[config.mk]
export PLATFORM = sky130hd
export DESIGN_NAME = piso_serializer_flat
export DESIGN_NICKNAME = d
export VERILOG_FILES = /design/src/rtl/piso_serializer_pkg.sv /design/src/rtl/piso_serializer_if.sv /design/src/rtl/piso_hold_reg.sv /design/src/rtl/piso_serializer.sv /design/src/flat_wrapper.sv
export SDC_FILE = /design/constraint.sdc
export NUM_CORES = 1
export LEC_CHECK = 0
export ABC_AREA = 1
export CAP_MARGIN = 20
export CORE_AREA = 3 3 40 42
export CTS_BUF_LIST = sky130_fd_sc_hd__clkbuf_8
export CTS_CLUSTER_DIAMETER = 60
export CTS_CLUSTER_SIZE = 12
export DETAILED_ROUTE_END_ITERATION = 12
export DIE_AREA = 0 0 43 45
export GPL_ROUTABILITY_DRIVEN = 0
export PLACE_DENSITY_LB_ADDON = 0.15
export REMOVE_ABC_BUFFERS = 1
export SLEW_MARGIN = 0
export SYNTH_ARGS = -nofsm -noshare
export SYNTH_HDL_FRONTEND = slang
export SYNTH_HIERARCHICAL = 1
export SYNTH_SLANG_ARGS = --single-unit
export TNS_END_PERCENT = 100
[constraint.sdc]
create_clock -name clk -period 1.3 [get_ports clk]
set_input_delay 0.26 -clock clk [delete_from_list [all_inputs] [get_ports clk]]
set_output_delay 0.26 -clock clk [all_outputs]
set_load 0.01 [all_outputs]
[src/rtl/piso_serializer_pkg.sv]
// Shared types and constants for the PISO serializer slice.
//   state_t   : FSM encoding (IDLE / SHIFT)
//   DEF_WIDTH : default serial word width
//   cnt_w()   : width of the bit counter for a given word width
package piso_pkg;

  typedef enum logic {
    IDLE  = 1'b0,
    SHIFT = 1'b1
  } state_t;

  localparam int DEF_WIDTH = 4;

  function automatic int cnt_w(input int width);
    return (width > 1) ? $clog2(width) : 1;
  endfunction

endpackage

[src/rtl/piso_serializer_if.sv]
// Handshake + serial bundle for piso_serializer.
//   in_data/in_valid/in_ready : parallel word input, valid/ready
//   sdo/sdo_valid             : serial bit, LSB first, with qualifier
//   word_done                 : pulse with the last bit of each word
//   busy                      : shifting or a word is held
// master = word source / serial sink, slave = serializer.
interface piso_serializer_if #(parameter int WIDTH = piso_pkg::DEF_WIDTH);
  logic [WIDTH-1:0] in_data;
  logic             in_valid;
  logic             in_ready;
  logic             sdo;
  logic             sdo_valid;
  logic             word_done;
  logic             busy;

  modport master (
    output in_data, in_valid,
    input  in_ready, sdo, sdo_valid, word_done, busy
  );

  modport slave (
    input  in_data, in_valid,
    output in_ready, sdo, sdo_valid, word_done, busy
  );
endinterface

[src/rtl/piso_hold_reg.sv]
// One-entry holding buffer for the serializer.
//   clk, clrb : clock, synchronous active-low clear
//   load      : capture d and mark full (wins over clr)
//   clr       : mark empty (contents handed to the shift register)
//   d/q       : word in / held word
//   full      : entry occupied
module piso_hold_reg #(parameter int WIDTH = piso_pkg::DEF_WIDTH) (
  input  logic             clk,
  input  logic             clrb,
  input  logic             load,
  input  logic             clr,
  input  logic [WIDTH-1:0] d,
  output logic [WIDTH-1:0] q,
  output logic             full
);

  always_ff @(posedge clk) begin
    if (!clrb) begin
      q    <= '0;
      full <= 1'b0;
    end else if (load) begin
      // a load on the same cycle the old entry drains keeps it full
      q    <= d;
      full <= 1'b1;
    end else if (clr) begin
      full <= 1'b0;
    end
  end

endmodule

[src/rtl/piso_serializer.sv]
// Parallel-in, serial-out transmitter, LSB first, one bit per clock.
//   clk, clrb : clock, synchronous active-low reset
//   bus       : slave side of piso_serializer_if (word in, serial out)
// A one-word holding register lets the next word follow with no idle
// gap. All outputs decode from registered state; in_ready depends only
// on hold_full.
module piso_serializer
  import piso_pkg::*;
#(
  parameter int WIDTH = DEF_WIDTH
) (
  input  logic               clk,
  input  logic               clrb,
  piso_serializer_if.slave   bus
);

  localparam int            CW   = cnt_w(WIDTH);
  localparam logic [CW-1:0] LAST = CW'(WIDTH - 1);

  state_t           state;
  logic [WIDTH-1:0] shreg;
  logic [CW-1:0]    bitcnt;
  logic [WIDTH-1:0] hold;
  logic             hold_full;
  logic             shifting;
  logic             accept;
  logic             last_bit;
  logic             hold_load;
  logic             hold_clr;

  assign shifting = (state == SHIFT);
  assign accept   = bus.in_valid && !hold_full;
  assign last_bit = shifting && (bitcnt == LAST);

  // Mid-word accepts park in the holding register. On the last bit an
  // empty holder is bypassed and the word goes straight to shreg.
  assign hold_load = accept && shifting && (!last_bit || hold_full);
  assign hold_clr  = last_bit && hold_full;

  piso_hold_reg #(.WIDTH(WIDTH)) u_hold (
    .clk  (clk),
    .clrb (clrb),
    .load (hold_load),
    .clr  (hold_clr),
    .d    (bus.in_data),
    .q    (hold),
    .full (hold_full)
  );

  always_ff @(posedge clk) begin
    if (!clrb) begin
      state  <= IDLE;
      shreg  <= '0;
      bitcnt <= '0;
    end else begin
      case (state)
        IDLE: begin
          if (accept) begin
            shreg  <= bus.in_data;
            bitcnt <= '0;
            state  <= SHIFT;
          end
        end
        SHIFT: begin
          if (bitcnt == LAST) begin
            bitcnt <= '0;
            if (hold_full) begin
              shreg <= hold;
            end else if (accept) begin
              shreg <= bus.in_data;
            end else begin
              shreg <= '0;
              state <= IDLE;
            end
          end else begin
            shreg  <= shreg >> 1;
            bitcnt <= bitcnt + 1'b1;
          end
        end
        default: state <= IDLE;
      endcase
    end
  end

  assign bus.in_ready  = !hold_full;
  assign bus.sdo       = shifting & shreg[0];
  assign bus.sdo_valid = shifting;
  assign bus.word_done = last_bit;
  assign bus.busy      = shifting || hold_full;

endmodule

[src/flat_wrapper.sv]
// flat-port wrapper written by rule: the top's interface ports become plain ports
module piso_serializer_flat import piso_pkg::*;
#(
  parameter int WIDTH = DEF_WIDTH
)
  (clk, clrb, bus_in_data, bus_in_valid, bus_in_ready, bus_sdo, bus_sdo_valid, bus_word_done, bus_busy);
  piso_serializer_if #(.WIDTH(WIDTH)) bus_i ();
  input  logic clk;
  input  logic clrb;
  input wire logic [$bits(bus_i.in_data)-1:0] bus_in_data;
  input wire logic [$bits(bus_i.in_valid)-1:0] bus_in_valid;
  output wire logic [$bits(bus_i.in_ready)-1:0] bus_in_ready;
  output wire logic [$bits(bus_i.sdo)-1:0] bus_sdo;
  output wire logic [$bits(bus_i.sdo_valid)-1:0] bus_sdo_valid;
  output wire logic [$bits(bus_i.word_done)-1:0] bus_word_done;
  output wire logic [$bits(bus_i.busy)-1:0] bus_busy;
  assign bus_i.in_data = bus_in_data;
  assign bus_i.in_valid = bus_in_valid;
  assign bus_in_ready = bus_i.in_ready;
  assign bus_sdo = bus_i.sdo;
  assign bus_sdo_valid = bus_i.sdo_valid;
  assign bus_word_done = bus_i.word_done;
  assign bus_busy = bus_i.busy;
  piso_serializer #(.WIDTH(WIDTH)) u_core (.clk(clk), .clrb(clrb), .bus(bus_i));
endmodule
### Word-level counts from Yosys, hierarchy flattened

Index checks and enable logic that the tools add are counted.

| storage, ports and cells | value |
|---|---|
| bits of input ports | 7 |
| register bits after elaboration | 12 |
| word-level logic and storage cells | 34 |
| output and inout port bits | 5 |

| cells by class | value |
|---|---|
| add/subtract/negate cells | 1 |
| multiplexer cells | 14 |
| reductions and logical operators | 10 |
| eq/ne operators | 2 |
| bitwise gates (word level) | 2 |

Operator list:

| cell | count |
|---|---|
| 4-bit two-way mux | 4 |
| 4-bit case mux with 2 select lines | 1 |
| 1-bit logical AND | 5 |
| 1-bit two-way mux | 5 |
| 2-bit two-way mux | 2 |
| 2-bit case mux with 2 select lines | 1 |
| 2-bit by 1-bit adder with 2-bit output (second input constant) | 1 |
| 2-bit equality test (second input constant) | 1 |
| 1-bit zero test | 2 |
| 1-bit logical OR | 2 |
| 2-bit by 1-bit inequality test with 1-bit output (second input constant) | 1 |
| 1-bit case mux with 2 select lines | 1 |
| 2-bit nonzero test | 1 |
| 1-bit AND | 1 |
| 1-bit NOT | 1 |

### Longest topological paths before layout

| depth | value |
|---|---|
| word-level depth | 6 |
| mapped depth | 6 |

### Modules after synthesis

Netlist, hierarchy kept.

By module, submodules not included:

| module | sequential area each (sq um) | cells each | area each (sq um) | times used |
|---|---|---|---|---|
| piso_serializer | 140.1 | 64 | 420.4 | 1 |
| piso_hold_reg | 100.1 | 22 | 173.9 | 1 |

### Least setup slack after synthesis

OpenSTA, ideal clock, no wires.

| path | value |
|---|---|
| path kind | reg-to-reg |
| from | reg u_core.state, in the netlist u_core/bus.sdo_valid |
| to | reg u_core.u_hold.q[1] |
| cell stages (with the launch flop) | 7 |
| setup slack | 0.011 ns |
| arrival time | 1.173 ns |
| data required time | 1.184 ns |
| period minus slack after synthesis | 1.289 ns |
| path buffers | 1 |
| cells stage by stage | dfxtp_1 -> buf_6 -> inv_2 -> nor3_1 -> inv_2 -> nor2_1 -> nor2_1 |

| on the way | value |
|---|---|
| longest elaborated chain between the ends | 4 |
| elaborated cells between the ends (all ways) | 5 |
| those cells by class | reduce/logical: 5 |

RTL lines:

| what | RTL line | RTL |
|---|---|---|
| start: declaration | piso_serializer.sv:20 | `state_t state;` |
| start signal: assignment | piso_serializer.sv:52 | `state <= IDLE;` |
| start signal: assignment | piso_serializer.sv:61 | `state <= SHIFT;` |
| start signal: assignment | piso_serializer.sv:73 | `state <= IDLE;` |
| 1-bit logical AND | piso_serializer.sv:33 | `assign last_bit = shifting && (bitcnt == LAST);` |
| 1-bit zero test | piso_serializer.sv:37 | `assign hold_load = accept && shifting && (!last_bit \|\| hold_full);` |
| 1-bit logical OR | piso_serializer.sv:37 |  |
| 1-bit logical AND (*) | piso_serializer.sv:37 |  |
| net u_core.hold_load | piso_serializer.sv:28 | `logic hold_load;` |
| end signal: assignment | piso_hold_reg.sv:19 | `q <= '0;` |
| end signal: assignment | piso_hold_reg.sv:23 | `q <= d;` |
| end: declaration | piso_hold_reg.sv:13 | `output logic [WIDTH-1:0] q,` |

Mark *: on every way through the listed nets, which the timed path passes. The rest lies on a longest branch.
A chain may end at the register's enable or synchronous reset.

### Worst setup path after layout

| path | value |
|---|---|
| from | in bus_in_valid |
| to | reg u_core.u_hold.q[2] |

| on the way | value |
|---|---|
| longest elaborated chain between the ends | 3 |

RTL lines:

| what | RTL line | RTL |
|---|---|---|
| start: declaration | flat_wrapper.sv:11 | `input wire logic [$bits(bus_i.in_valid)-1:0] bus_in_valid;` |
| 1-bit logical AND | piso_serializer.sv:32 | `assign accept = bus.in_valid && !hold_full;` |
| 1-bit logical AND (2 in a row) | piso_serializer.sv:37 |  |
| net u_core.hold_load | piso_serializer.sv:28 |  |

The timed path passes the listed nets, and every way through them passes these cells.

==> impl_metrics.yaml <==
outcome:
  result_of_the_run: "finished clean"
worst_setup_path:
  start_kind: "input pin"
  rr_endpoint: "u_core/u_hold/q[2]"
  timing.critical_path.required_ns: 1.42
  timing.critical_path.fanout_max: 5
  rrSetupSlack_ns: 0.06
  reg2reg_depth: 7
  critPathKind: "in -> reg"
  rr_startpoint: "u_core/bitcnt[0]"
  end_kind: "flip-flop"
  cp.arrival_ns: 1.38
synth:
  synth-simple-area-share_pct: 31.4
  yosysSeqAreaShare_pct: 40.4
  largest_family_of_logic_cells_by_synthesized_area: "simple AND/OR/NAND/NOR gates"
  synth_xor_area_share_pct: 0
  synthesis.area_per_instance_um2: 6.91
  ys.warnings.count: 6
  ys_top_cells_by_area: "dfxtp_1 (40%), nor2_1 (11%), nand2_1 (8.2%), o21ai_0 (7.6%), inv_1 (6.9%)"
  yosysUniqueCellTypes: 15
  synth_mux_area_share_pct: 0
  syn_inst: 86
  synth.cell_area_um2: 594
  ys_ff_latch: 12
  netlist.area_leader.share_pct: 40.4
  synth_compound_gate_area_share_pct: 14.7
  synth-adder-area-share_pct: 2.11
  post-synth-top-area-cell: "dfxtp_1"
timing:
  final-setup-viol-count: 0
  final_period_minus_worst_setup_slack_ns: 1.26
  post-route-period-util_pct: 96.6
  final-max-slew-violation-count: 0
  finalHoldViolations: 0
  finalSetupTns_ns: 0
  worst-slew-pin-transition_ns: 0.185
  maxClockFrequency_ghz: 0.796
  finClkSkew_ns: 0.00304
  slew_headroom_pct: 87.6
floorplanning:
  fp.dieW_um: 43
  die_area_um2: 1940
  floorplan.die.height_um: 45
  initial_core_util_pct: 46.3
  core-area_um2: 1280
  placementRows: 13
  ios: 12
layout:
  multi_input_comb_area_um2: 297
  fillerInstances: 129
  number_of_nets_in_the_layout: 120
  mostFrequentLayoutCell: "nor2_1"
  highest_count_cells_in_the_layout_ignoring_fill_and_taps: "nor2_1 (16), nand2_1 (13), inv_1 (11), buf_4 (11), dfxtp_1 (10)"
  sequential_cell_area_um2: 243
  syn2layout_area_growth_pct: 41.3
  post_route_cells_drive_above_1_share_pct: 27.3
  antennaDiodeCount: 0
hold_path:
  worstHoldEndpoint: "u_core/bitcnt[0]"
  hold_start: "u_core/bitcnt[0]"
  worst_hold_path.num_cells: 1
  worstHoldPathType: "reg -> reg"
pwr:
  cellLeakagePower_nw: 0.400
  power.share.clock_pct: 35.2
  switching_share_pct: 25.7
  p_per_area_nw_per_um2: 1110
  intPower_mw: 0.693
  combinationalPowerShare_pct: 19.7
  net-switching-power_mw: 0.240
  irDropWorstVdd_uv: 707
  post-layout-total-power_mw: 0.932
  power.sequential.fraction_pct: 45.1
clock_tree:
  cts_tree: "built"
  cts_root_buffer: "clkbuf_8"
  tritoncts_num_sinks: 12
  ctsHtreeMaxLevel: 1
  cts.clk_slew.worst_paths_ns: 0.05
  cts_made_buffers: 3
  clkLatencyLatePin_ns: 0.24
  clock_path_buffers: 2
routing:
  wl_per_cell_um: 11.0
  drt_first_pass_iters: 4
  vias: 632
  drt_first_iter_violations: 8
  route.final.wire_length_um: 1380
  remaining_drc_errors: 0
  vias_per_cell: 5.06
  route.antenna.remaining_nets: 0
global_route:
  global_route.overflow_total: 0
  grt_start_max_net_pins: 10
  grt_pass1_vias: 582
  globalRouteTotalUtil_pct: 16.8
  wire_length_of_the_first_global_routing_pass_um: 2360
  initial_antenna_violation_count: 0
flow_run:
  cap_violations: 0
placed_design:
  detailed_place_hpwl_um: 1060
  io_buffer_count: 11
-- kinds of logic after synthesis --
group | Yosys count
buffers and inverters | 16
AOI/OAI and AO/OA | 16
DFF | 12
adders and majority gates | 1
and+or+nand+nor | 41
-- through the flow --
step | hold slack [ns] | worst slack, ns | utilization [%] | instance area (um2) | cells
6_report | 0.459 | 0.0438 | 65.3 | 840 | 125
5_1_grt | 0.478 | -0.00733 | 65.3 | 840 | 125
4_1_cts | 0.452 | 0.0321 | 65.0 | 836 | 125
3_5_place_dp | 0.480 | -0.170 | 61.8 | 795 | 122
3_3_place_gp | 0.445 | -0.172 | 61.8 | 795 | 122
2_1_floorplan | 0.382 | -0.0600 | - | 583 | 85
-- cell usage after synthesis, drive strengths merged --
master  number
nor2        17
nand2       16
inv         15
dfxtp       12
o21ai        9
a21oi        7
nand3        5
nor3         3
buf          1
ha           1
-- cell type report --
class                      instances  area share, %
inverter                          15           6.71
timing repair buffer              22           21.9
multi-input combinational         58           35.3
sequential                        12           28.9
clock buffer                       3           4.92
tap                               15           2.24
-- sequential cells by signal, summed over array words and instances, names as in the netlist --
signal	flops
u_core/shreg	4
u_core/u_hold/q	4
u_core/bitcnt	2
u_core/bus.sdo_valid	1
u_core/u_hold/full	1
-- critical path: stages --
cell and delay [ns]:
clkdlybuf4s50_1 0.53, nand2_4 0.08, nor3_2 0.15, buf_4 0.15, inv_2 0.06, nor2_1 0.10
nor2_1 0.05
-- timing repair --
| action | CTS | global route |
|---|---|---|
| gates resized for setup | 12 | 2 |
| pin swaps | 0 | 1 |
| setup buffers | 0 | 0 |
| endpoints found under the setup margin | 9 | 5 |
| hold buffers | 0 | 0 |
-- worst max-delay path by stage --
stage	startpoint	end	slack [ns]
after CTS	u_core/bitcnt[0]	u_core/u_hold/q[2]	0.03
final	bus_in_valid	u_core/u_hold/q[2]	0.04
after global placement	bus_in_valid	u_core/u_hold/q[1]	-0.17
after global routing	u_core/bitcnt[0]	u_core/u_hold/q[2]	-0.007
after floorplan	u_core/bus.sdo_valid	u_core/u_hold/q[1]	-0.06
after detailed placement	bus_in_valid	u_core/u_hold/q[2]	-0.17
-- metal layers --
layer	track usage (%)	wire [um]	up-vias
met4	12.0	44	0
met2	27.8	639	19
met1	18.2	611	287
met5	0	0	-
met3	5.18	81	6
li1	-	-	320
-- power by group through the flow --
stage	Sequential [mW]	Clock, mW	Combinational [mW]
floorplan	0.426	0	0.0877
global placement	0.425	0	0.184
detailed placement	0.426	0	0.187
CTS	0.420	0.342	0.183
global route	0.424	0.364	0.206
finish	0.421	0.328	0.183
No activity file was read; power rests on OpenSTA's default activity.
